### config.mk
export PLATFORM = sky130hd
export DESIGN_NAME = execute_stage_flat
export DESIGN_NICKNAME = d
export VERILOG_FILES = /design/src/rtl/isa_pkg.sv /design/src/rtl/execute_stage_if.sv /design/src/rtl/multdiv_iter.sv /design/src/rtl/execute_stage.sv /design/src/flat_wrapper.sv
export SDC_FILE = /design/constraint.sdc
export NUM_CORES = 2
export LEC_CHECK = 0
export CAP_MARGIN = 20
export CORE_MARGIN = 5
export CORE_UTILIZATION = 50
export DETAILED_ROUTE_END_ITERATION = 7
export PLACE_DENSITY = 0.73
export SLEW_MARGIN = 10
export SYNTH_ARGS = -nofsm -noshare
export SYNTH_HDL_FRONTEND = slang
export SYNTH_SLANG_ARGS = --single-unit
### constraint.sdc
create_clock -name clock -period 14.7 [get_ports clock]
set_clock_uncertainty 0.15 [all_clocks]
set_input_delay 4.41 -clock clock [delete_from_list [all_inputs] [get_ports clock]]
set_output_delay 4.41 -clock clock [all_outputs]
set_load 0.01 [all_outputs]
### src/rtl/isa_pkg.sv
// Shared ISA definitions for the execute stage: opcodes, ALU ops, status codes,
// special register indices, multdiv FSM types and the operand bypass helper.
package isa_pkg;

    localparam logic [4:0] OP_RTYPE = 5'b00000;
    localparam logic [4:0] OP_J     = 5'b00001;
    localparam logic [4:0] OP_BNE   = 5'b00010;
    localparam logic [4:0] OP_JAL   = 5'b00011;
    localparam logic [4:0] OP_JR    = 5'b00100;
    localparam logic [4:0] OP_ADDI  = 5'b00101;
    localparam logic [4:0] OP_BLT   = 5'b00110;
    localparam logic [4:0] OP_SW    = 5'b00111;
    localparam logic [4:0] OP_LW    = 5'b01000;
    localparam logic [4:0] OP_SETX  = 5'b10101;
    localparam logic [4:0] OP_BEX   = 5'b10110;

    localparam logic [4:0] ALU_ADD = 5'b00000;
    localparam logic [4:0] ALU_SUB = 5'b00001;
    localparam logic [4:0] ALU_AND = 5'b00010;
    localparam logic [4:0] ALU_OR  = 5'b00011;
    localparam logic [4:0] ALU_SLL = 5'b00100;
    localparam logic [4:0] ALU_SRA = 5'b00101;
    localparam logic [4:0] ALU_MUL = 5'b00110;
    localparam logic [4:0] ALU_DIV = 5'b00111;

    localparam logic [31:0] RSTAT_ADD  = 32'd1;
    localparam logic [31:0] RSTAT_ADDI = 32'd2;
    localparam logic [31:0] RSTAT_SUB  = 32'd3;
    localparam logic [31:0] RSTAT_MUL  = 32'd4;
    localparam logic [31:0] RSTAT_DIV  = 32'd5;

    localparam logic [4:0] REG_ZERO   = 5'd0;
    localparam logic [4:0] REG_STATUS = 5'd30;
    localparam logic [4:0] REG_RA     = 5'd31;

    typedef enum logic [1:0] {MD_IDLE, MD_BUSY, MD_DONE} md_state_t;
    typedef enum logic {MD_MUL = 1'b0, MD_DIV = 1'b1} md_op_t;

    // M has priority over W; r0 is hardwired and never forwarded.
    function automatic logic [31:0] bypass(
        input logic [4:0]  src,
        input logic [31:0] dx_val,
        input logic        xm_we,
        input logic [4:0]  xm_rd,
        input logic [31:0] xm_o,
        input logic        mw_we,
        input logic [4:0]  mw_rd,
        input logic [31:0] mw_data
    );
        if (src != REG_ZERO && xm_we && xm_rd == src)
            return xm_o;
        else if (src != REG_ZERO && mw_we && mw_rd == src)
            return mw_data;
        else
            return dx_val;
    endfunction

endpackage

### src/rtl/execute_stage_if.sv
// D/X inputs, M/W feedback and X/M latch outputs of the execute stage.
// master = surrounding pipeline, slave = execute stage.
interface execute_stage_if;
    logic [31:0] dx_pc;
    logic [31:0] dx_insn;
    logic [31:0] dx_a;
    logic [31:0] dx_b;
    logic        xm_we_fb;
    logic [4:0]  xm_rd_fb;
    logic [31:0] xm_o_fb;
    logic        mw_we;
    logic [4:0]  mw_rd;
    logic [31:0] mw_data;
    logic [31:0] xm_pc;
    logic [31:0] xm_insn;
    logic [31:0] xm_o;
    logic [31:0] xm_b;
    logic        xm_we;
    logic [4:0]  xm_rd;
    logic        stall;
    logic        flush;
    logic [31:0] target;

    modport master (
        output dx_pc, dx_insn, dx_a, dx_b,
        output xm_we_fb, xm_rd_fb, xm_o_fb, mw_we, mw_rd, mw_data,
        input  xm_pc, xm_insn, xm_o, xm_b, xm_we, xm_rd, stall, flush, target
    );

    modport slave (
        input  dx_pc, dx_insn, dx_a, dx_b,
        input  xm_we_fb, xm_rd_fb, xm_o_fb, mw_we, mw_rd, mw_data,
        output xm_pc, xm_insn, xm_o, xm_b, xm_we, xm_rd, stall, flush, target
    );
endinterface

### src/rtl/multdiv_iter.sv
// Iterative signed multiply (shift-add) and divide (restoring) on operand
// magnitudes, one step per BUSY cycle; sign is applied to the final result.
//   state   | meaning
//   MD_IDLE | waiting for start; latches operand magnitudes
//   MD_BUSY | one iteration per cycle, MD_CYCLES cycles
//   MD_DONE | result/exception valid for one cycle (ready)
module multdiv_iter
    import isa_pkg::*;
#(
    parameter int MD_CYCLES = 32
) (
    input  logic        clock,
    input  logic        reset,
    input  logic        start,
    input  md_op_t      op,
    input  logic [31:0] operand_a,
    input  logic [31:0] operand_b,
    output logic [31:0] result,
    output logic        exception,
    output logic        ready,
    output logic        busy
);

    localparam int CNT_W = (MD_CYCLES > 1) ? $clog2(MD_CYCLES) : 1;

    md_state_t        state;
    logic [CNT_W-1:0] count;
    md_op_t           op_q;
    logic             neg_q;
    logic             div0_q;
    logic [63:0]      acc_q;   // mul: {partial hi, multiplier}; div: {remainder, quotient}
    logic [31:0]      opr_q;   // mul: multiplicand magnitude; div: divisor magnitude

    function automatic logic [31:0] mag(input logic [31:0] v);
        return v[31] ? (~v + 32'd1) : v;
    endfunction

    logic [32:0] mul_sum;
    logic [63:0] mul_next;
    logic [32:0] rem_shift;
    logic        rem_ge;
    logic [31:0] rem_sub;
    logic [63:0] div_next;

    assign mul_sum   = {1'b0, acc_q[63:32]} + (acc_q[0] ? {1'b0, opr_q} : 33'd0);
    assign mul_next  = {mul_sum, acc_q[31:1]};
    assign rem_shift = {acc_q[63:32], acc_q[31]};
    assign rem_ge    = rem_shift >= {1'b0, opr_q};
    assign rem_sub   = rem_shift[31:0] - opr_q;
    assign div_next  = rem_ge ? {rem_sub, acc_q[30:0], 1'b1}
                              : {rem_shift[31:0], acc_q[30:0], 1'b0};

    logic [63:0] prod_s;
    logic [31:0] quo_s;
    logic        mul_ovf;

    assign prod_s  = neg_q ? (~acc_q + 64'd1) : acc_q;
    assign quo_s   = neg_q ? (~acc_q[31:0] + 32'd1) : acc_q[31:0];
    assign mul_ovf = (prod_s[63:31] != '0) && (prod_s[63:31] != '1);

    assign result    = (op_q == MD_MUL) ? prod_s[31:0] : (div0_q ? 32'd0 : quo_s);
    assign exception = (op_q == MD_MUL) ? mul_ovf : div0_q;
    assign ready     = (state == MD_DONE);
    assign busy      = (state == MD_BUSY);

    always_ff @(posedge clock or negedge reset) begin
        if (!reset) begin
            state  <= MD_IDLE;
            count  <= '0;
            op_q   <= MD_MUL;
            neg_q  <= 1'b0;
            div0_q <= 1'b0;
            acc_q  <= '0;
            opr_q  <= '0;
        end else begin
            case (state)
                MD_IDLE: begin
                    if (start) begin
                        op_q   <= op;
                        neg_q  <= operand_a[31] ^ operand_b[31];
                        div0_q <= (operand_b == 32'd0);
                        opr_q  <= (op == MD_MUL) ? mag(operand_a) : mag(operand_b);
                        acc_q  <= (op == MD_MUL) ? {32'd0, mag(operand_b)}
                                                 : {32'd0, mag(operand_a)};
                        count  <= '0;
                        state  <= MD_BUSY;
                    end
                end
                MD_BUSY: begin
                    acc_q <= (op_q == MD_MUL) ? mul_next : div_next;
                    count <= count + 1'b1;
                    if (count == CNT_W'(MD_CYCLES - 1))
                        state <= MD_DONE;
                end
                MD_DONE: state <= MD_IDLE;
                default: state <= MD_IDLE;
            endcase
        end
    end

endmodule

### src/rtl/execute_stage.sv
// Execute stage: bypass, ALU, branch/jump resolution and multdiv sequencing,
// registering results into the X/M latch.
module execute_stage
    import isa_pkg::*;
#(
    parameter int MD_CYCLES = 32
) (
    input logic            clock,
    input logic            reset,
    execute_stage_if.slave xif
);

    logic [4:0]  opcode, rd_f, rs_f, rt_f, shamt, aluop;
    logic [31:0] imm, jt;

    assign opcode = xif.dx_insn[31:27];
    assign rd_f   = xif.dx_insn[26:22];
    assign rs_f   = xif.dx_insn[21:17];
    assign rt_f   = xif.dx_insn[16:12];
    assign shamt  = xif.dx_insn[11:7];
    assign aluop  = xif.dx_insn[6:2];
    assign imm    = {{15{xif.dx_insn[16]}}, xif.dx_insn[16:0]};
    assign jt     = {5'd0, xif.dx_insn[26:0]};

    logic is_bne, is_blt, is_jr, is_bex, is_sw, is_md;
    assign is_bne = (opcode == OP_BNE);
    assign is_blt = (opcode == OP_BLT);
    assign is_jr  = (opcode == OP_JR);
    assign is_bex = (opcode == OP_BEX);
    assign is_sw  = (opcode == OP_SW);
    assign is_md  = (opcode == OP_RTYPE) && (aluop == ALU_MUL || aluop == ALU_DIV);

    // Branches compare $rd with $rs; sw carries its store data in $rd.
    logic [4:0]  a_src, b_src;
    logic [31:0] a_val, b_val;
    assign a_src = (is_bne || is_blt || is_jr) ? rd_f : rs_f;
    assign b_src = (is_bne || is_blt) ? rs_f :
                   is_bex             ? REG_STATUS :
                   is_sw              ? rd_f : rt_f;
    assign a_val = bypass(a_src, xif.dx_a, xif.xm_we_fb, xif.xm_rd_fb, xif.xm_o_fb,
                          xif.mw_we, xif.mw_rd, xif.mw_data);
    assign b_val = bypass(b_src, xif.dx_b, xif.xm_we_fb, xif.xm_rd_fb, xif.xm_o_fb,
                          xif.mw_we, xif.mw_rd, xif.mw_data);

    md_op_t      md_op;
    logic        md_start, md_busy, md_ready, md_exc;
    logic [31:0] md_result;

    assign md_op     = (aluop == ALU_DIV) ? MD_DIV : MD_MUL;
    assign md_start  = is_md && !md_busy && !md_ready;
    assign xif.stall = reset && (md_start || md_busy);

    multdiv_iter #(.MD_CYCLES(MD_CYCLES)) u_multdiv (
        .clock     (clock),
        .reset     (reset),
        .start     (md_start),
        .op        (md_op),
        .operand_a (a_val),
        .operand_b (b_val),
        .result    (md_result),
        .exception (md_exc),
        .ready     (md_ready),
        .busy      (md_busy)
    );

    logic [31:0] sum_ab, diff_ab, sum_imm;
    logic        ovf_add, ovf_sub, ovf_addi;
    assign sum_ab   = a_val + b_val;
    assign diff_ab  = a_val - b_val;
    assign sum_imm  = a_val + imm;
    assign ovf_add  = (a_val[31] == b_val[31]) && (sum_ab[31] != a_val[31]);
    assign ovf_sub  = (a_val[31] != b_val[31]) && (diff_ab[31] != a_val[31]);
    assign ovf_addi = (a_val[31] == imm[31]) && (sum_imm[31] != a_val[31]);

    logic [31:0] res, code;
    logic [4:0]  dest;
    logic        wr_en, exc;

    always_comb begin
        res   = '0;
        code  = '0;
        dest  = rd_f;
        wr_en = 1'b0;
        exc   = 1'b0;
        case (opcode)
            OP_RTYPE: begin
                wr_en = 1'b1;
                case (aluop)
                    ALU_ADD: begin res = sum_ab;  exc = ovf_add; code = RSTAT_ADD; end
                    ALU_SUB: begin res = diff_ab; exc = ovf_sub; code = RSTAT_SUB; end
                    ALU_AND: res = a_val & b_val;
                    ALU_OR:  res = a_val | b_val;
                    ALU_SLL: res = a_val << shamt;
                    ALU_SRA: res = $signed(a_val) >>> shamt;
                    ALU_MUL: begin res = md_result; exc = md_exc; code = RSTAT_MUL; end
                    ALU_DIV: begin res = md_result; exc = md_exc; code = RSTAT_DIV; end
                    default: wr_en = 1'b0;
                endcase
            end
            OP_ADDI: begin res = sum_imm; exc = ovf_addi; code = RSTAT_ADDI; wr_en = 1'b1; end
            OP_LW:   begin res = sum_imm; wr_en = 1'b1; end
            OP_SW:   res = sum_imm;
            OP_JAL:  begin res = xif.dx_pc; dest = REG_RA; wr_en = 1'b1; end
            OP_SETX: begin res = jt; dest = REG_STATUS; wr_en = 1'b1; end
            default: ;
        endcase
        if (exc) begin
            res  = code;
            dest = REG_STATUS;
        end
        // The all-zero nop must not look like a write to r0 downstream.
        if (xif.dx_insn == '0)
            wr_en = 1'b0;
        if (!wr_en)
            dest = '0;
    end

    logic        taken;
    logic [31:0] br_tgt;

    always_comb begin
        taken  = 1'b0;
        br_tgt = '0;
        case (opcode)
            OP_J, OP_JAL: begin taken = 1'b1; br_tgt = jt; end
            OP_JR:        begin taken = 1'b1; br_tgt = a_val; end
            OP_BNE:       begin taken = (a_val != b_val); br_tgt = xif.dx_pc + imm; end
            OP_BLT:       begin taken = ($signed(a_val) < $signed(b_val)); br_tgt = xif.dx_pc + imm; end
            OP_BEX:       begin taken = (b_val != 32'd0); br_tgt = jt; end
            default: ;
        endcase
    end

    assign xif.flush  = reset && taken && !xif.stall;
    assign xif.target = (reset && taken) ? br_tgt : '0;

    always_ff @(posedge clock or negedge reset) begin
        if (!reset) begin
            xif.xm_pc   <= '0;
            xif.xm_insn <= '0;
            xif.xm_o    <= '0;
            xif.xm_b    <= '0;
            xif.xm_we   <= 1'b0;
            xif.xm_rd   <= '0;
        end else if (xif.stall) begin
            xif.xm_pc   <= '0;
            xif.xm_insn <= '0;
            xif.xm_o    <= '0;
            xif.xm_b    <= '0;
            xif.xm_we   <= 1'b0;
            xif.xm_rd   <= '0;
        end else begin
            xif.xm_pc   <= xif.dx_pc;
            xif.xm_insn <= xif.dx_insn;
            xif.xm_o    <= res;
            xif.xm_b    <= b_val;
            xif.xm_we   <= wr_en;
            xif.xm_rd   <= dest;
        end
    end

endmodule

### src/flat_wrapper.sv
// flat-port wrapper written by rule: the top's interface ports become plain ports
module execute_stage_flat import isa_pkg::*;
#(
    parameter int MD_CYCLES = 32
)
  (clock, reset, xif_dx_pc, xif_dx_insn, xif_dx_a, xif_dx_b, xif_xm_we_fb, xif_xm_rd_fb, xif_xm_o_fb, xif_mw_we, xif_mw_rd, xif_mw_data, xif_xm_pc, xif_xm_insn, xif_xm_o, xif_xm_b, xif_xm_we, xif_xm_rd, xif_stall, xif_flush, xif_target);
  execute_stage_if xif_i ();
  input logic clock;
  input logic reset;
  input wire logic [$bits(xif_i.dx_pc)-1:0] xif_dx_pc;
  input wire logic [$bits(xif_i.dx_insn)-1:0] xif_dx_insn;
  input wire logic [$bits(xif_i.dx_a)-1:0] xif_dx_a;
  input wire logic [$bits(xif_i.dx_b)-1:0] xif_dx_b;
  input wire logic [$bits(xif_i.xm_we_fb)-1:0] xif_xm_we_fb;
  input wire logic [$bits(xif_i.xm_rd_fb)-1:0] xif_xm_rd_fb;
  input wire logic [$bits(xif_i.xm_o_fb)-1:0] xif_xm_o_fb;
  input wire logic [$bits(xif_i.mw_we)-1:0] xif_mw_we;
  input wire logic [$bits(xif_i.mw_rd)-1:0] xif_mw_rd;
  input wire logic [$bits(xif_i.mw_data)-1:0] xif_mw_data;
  output wire logic [$bits(xif_i.xm_pc)-1:0] xif_xm_pc;
  output wire logic [$bits(xif_i.xm_insn)-1:0] xif_xm_insn;
  output wire logic [$bits(xif_i.xm_o)-1:0] xif_xm_o;
  output wire logic [$bits(xif_i.xm_b)-1:0] xif_xm_b;
  output wire logic [$bits(xif_i.xm_we)-1:0] xif_xm_we;
  output wire logic [$bits(xif_i.xm_rd)-1:0] xif_xm_rd;
  output wire logic [$bits(xif_i.stall)-1:0] xif_stall;
  output wire logic [$bits(xif_i.flush)-1:0] xif_flush;
  output wire logic [$bits(xif_i.target)-1:0] xif_target;
  assign xif_i.dx_pc = xif_dx_pc;
  assign xif_i.dx_insn = xif_dx_insn;
  assign xif_i.dx_a = xif_dx_a;
  assign xif_i.dx_b = xif_dx_b;
  assign xif_i.xm_we_fb = xif_xm_we_fb;
  assign xif_i.xm_rd_fb = xif_xm_rd_fb;
  assign xif_i.xm_o_fb = xif_xm_o_fb;
  assign xif_i.mw_we = xif_mw_we;
  assign xif_i.mw_rd = xif_mw_rd;
  assign xif_i.mw_data = xif_mw_data;
  assign xif_xm_pc = xif_i.xm_pc;
  assign xif_xm_insn = xif_i.xm_insn;
  assign xif_xm_o = xif_i.xm_o;
  assign xif_xm_b = xif_i.xm_b;
  assign xif_xm_we = xif_i.xm_we;
  assign xif_xm_rd = xif_i.xm_rd;
  assign xif_stall = xif_i.stall;
  assign xif_flush = xif_i.flush;
  assign xif_target = xif_i.target;
  execute_stage #(.MD_CYCLES(MD_CYCLES)) u_core (.clock(clock), .reset(reset), .xif(xif_i));
endmodule
==> results <==
- The worst register-to-register path ends at u_core.xif.xm_o[31].
- The share of the synthesized area in the top cell type is 19.0%.
- The worst-path cell with the longest stage delay is or4_1.
- The setup TNS after final layout is 0 ns.
- The post-route cell area is 38800 µm².
- The first global-routing pass estimated ~220 mm of wire.
- The share of layout cells above drive strength 1 is 12.2%.
- Yosys mapped a number of flops with a built-in enable equal to 0.
- The transition time at the pin with the least slew margin is 1.45 ns.
- The insertion delay of the later-clocked pin in the worst-skew pair is 0.56 ns.
- The source of the critical timing path is xif_dx_insn[23].
- The standard-cell row count is 92.
- In the routed layout, each cell is associated on average with a via count of 6.77.
- When the netlist entered floorplanning its net count stood at 4560.
- The synthesized area per cell is 7.67 µm².
- In this run the deepest clock path goes through 3 buffers.
- The maximum cell stage delay along the critical path is between 0.6 and 0.7 ns.
- The startpoint type of the worst setup path is an input port.
- From bottom edge to top edge, the die measures 261 µm.
- The cell accounting for the most synthesized area is dfrtp_1.
- The placed instances occupy a cell area of 37400 µm².
- The maximum vdd ir drop is 0.000125 V.
- In this run the worst path has a maximum fanout of 16.
- The required time at the worst-slack endpoint is about 10 ns.
- The iteration-0 DRC count of the detailed router is 5068.
- In this run the power spent charging and discharging nets is just under 3000 µW.
- The end point of the most critical hold path is u_core.u_multdiv.opr_q[4].
- Hold repair after CTS inserted 0 buffers.
- Counting the buffers created by CTS gives 34.
- Combinational logic burns between 60 and 70% of the power.
- For this run, design rule violations remaining after detail routing come to 0.
- For this design the top-level I/O count stands at between 300 and 400.
- The worst hold margin is 0.330 ns.
- Sequential cells account for 20.3% of the total power.
- Of the available clock period, the critical path in the final layout requires between 90% and 100%.
- The core region is 62700 µm².
- Measured along the x axis, the die boundary spans 261 µm.
- Data arrives at the worst endpoint at 9.92 ns.
- The die covers slightly below 70000 µm².
- The wire length reported by the detailed router is around 150 mm.
- Max-cap violations in this run came to 0.
- After clock tree synthesis, the clock-pin slew on the worst setup and hold paths is 0.06 ns.
- The CTS sink count is 240.
- The worst setup path is captured at an output port.
- TritonCTS built the clock tree.
- The source of the worst register-to-register timing path is u_core.u_multdiv.acc_q[3].
- The flop and latch count out of synthesis is 240.
- The clock share of power is 15.4%.
- The most common cell in the synthesized netlist is nor2_1.
- The switching power share of the total is 49.9%.
- The count of endpoints failing hold in the final timing report is 0.
- After technology mapping, the gate count stands at 4109.
- The remaining global-route overflow is 0.
- After the flow finishes, the layout carries non-filler instances totaling about 5400.
- The global-route usage over all layers is 42.8%.
- Including well taps, the total number of placed cells is 5295.
- The startpoint of the lowest-slack hold path is u_core.u_multdiv.opr_q[4].
- The count of input and output buffers is about 370.
- The area growth from synthesis to layout is 23.0%.
- The final worst setup slack is around 0.22 ns.
- The HPWL after detailed placement is 119 mm.
- Dividing the detail-routed wire length by the instance count gives 28.4 µm.
- Setup repair after global routing left no endpoint under its margin.
- Power spread over the standard cell area amounts to ~150 nW/µm².
- The tightest min-delay check is of the register to register type.
- For this run, the leading register cell type out of synthesis is dfrtp_1.
- The net count reported at finish is 4948.
- The via count of the first global-routing pass is around 34000.
- The critical path is of the input port to output port type.
- The worst pin sits at a relative slew slack of 3.09%.
- Along the worst hold path, the cell count comes to 2.
- Summing the sequential cell areas from Yosys gives approximately a fifth of the chip area.
- The last weighted congestion value of the routability-driven placer is 1.11.
- The run finished with clean final reports.
- The worst setup slack before clock tree synthesis is -0.330 ns.
- The count of nets left with antenna violations after detail routing is 0.
- The largest net degree at the start of global routing is 84.
- Ranked by instance count, the synthesized netlist is headed by 386 x nor2_1, 324 x o21ai_0, 297 x nand2_1, 284 x a21oi_1, 240 x dfrtp_1.
- The netlist area before placement is 31500 µm².
- The async set-or-reset flop fraction in the synthesized netlist is 100%.
- Yosys attributes the largest share of cell area to dfrtp_1 19%, ha_1 9.5%, o21ai_0 5.1%.
- The deepest level of the CTS H-tree is 2.
- The number of cells on the worst reg-to-reg path is 13.
- The library cell used as clock root buffer is clkbuf_16.
- The register-to-register setup slack is 8.41 ns.
- The starting density of the core is 50.3%.
- The analysis attributes to cell leakage a power of 0.0162 µW.
- The clock period could shrink to 14.48 ns.
- The final setup violation count is 0.
- Broken down by cell family, the worst path's largest delay share belongs to compound AO/OA/AOI/OAI gates.
- The maximum achievable frequency is 69.1 MHz.
- The total via count in the routed design is 36400.
- During synthesis, Yosys emitted a total of 0 warnings.
- The number of max-slew violations in the final report is 0.
- The initial antenna violation count is 3.
- The first TritonRoute pass finished after 8 iterations.
- The internal cell power is approximately 2900 µW.
- The buffer and inverter count on the worst path is 4.
- Counting distinct cell types in the post-synthesis netlist gives 109.
## sequential cells by signal, summed over array words and instances (netlist names)
| signal | cells |
|---|---|
| u_core.xif.xm_we | 1 |
| u_core.xif.xm_insn | 32 |
| u_core.u_multdiv.div0_q | 1 |
| u_core.u_multdiv.count | 5 |
| u_core.u_multdiv.neg_q | 1 |
| u_core.u_multdiv.op_q | 1 |
| u_core.xif.xm_rd | 5 |
| u_core.u_multdiv.acc_q | 64 |
| u_core.xif.xm_pc | 32 |
| u_core.u_multdiv.opr_q | 32 |
| u_core.xif.xm_o | 32 |
| u_core.u_multdiv.state | 2 |
| u_core.xif.xm_b | 32 |
## repair_timing
action                                  4_1_cts  5_1_grt
cloned                                        1        0
pin swaps                                     2        8
resized for setup                            49       29
buffers inserted                              1        8
endpoints found under the setup margin       33       33
## stage by stage
step / util [%] / power, µW
floorplan: - / 3680
global placement: 59.5 / 4780
detailed placement: 59.5 / 4830
CTS: 61.5 / 5760
global route: 61.8 / 6250
finish: 61.8 / 5880
## final cells by class
cell class              count  area (µm²)
repair buffers            660        5970
diodes                      2        5.00
fillers                  5677       23900
flip-flops and latches    240        6010
inverters                 189         713
clock buffers              42         942
multi-input cells        3372       23800
clock inverters            19         255
well taps                 846        1060
## tightest hold or removal path, delay by kind of cell (launching register included)
family / cells / cell delay, ns
AO/OA/AOI/OAI: 1 / 0.06
AND/OR/NAND/NOR: 1 / 0.05
flip-flops: 1 / 0.34
## cells by family after synthesis
logic type,share of synthesized area [%]
compound gates,30.1
simple gates,19.9
buf+inv,6.30
xor+xnor,6.86
fa+ha+maj,9.86
flops,19.0
mux,7.95
## cell usage in the layout, fill, tap and decap left out, types with 64 or more instances in the layout
cell             instances
o21ai_0                315
nor3_1                  76
a21o_1                  85
xnor2_1                168
dfrtp_1                238
nor2_1                 382
a211oi_1                64
mux2i_1                155
nand2_1                295
inv_1                  178
buf_4                  273
clkdlybuf4s50_1        330
xor2_1                  78
ha_1                   238
and2_1                  77
a21oi_1                282
nand3_1                118
## metal layers
layer  wire (µm)  global-route usage (%)  vias up
met4       11100                    24.1        4
met1       58800                    56.8    17000
li1            -                       -    16200
met3       19400                    11.8      544
met5          21                       0        -
met2       63200                    62.9     2646
## worst max path at each step
stage,to,depth (start not counted)
3_3_place_gp,xif_target[9],28
5_1_grt,xif_target[19],25
2_1_floorplan,xif_flush,24
4_1_cts,xif_target[20],26
3_5_place_dp,xif_target[18],28
6_report,xif_target[24],25
## power groups by stage
stage               Sequential [µW]  Combinational, µW  Clock (µW)
floorplan                      1040               2650           0
global placement               1180               3600           0
detailed placement             1190               3640           0
CTS                            1170               3670         914
global route                   1210               4100         941
finish                         1190               3780         905
(Power assumes the default switching activity.)
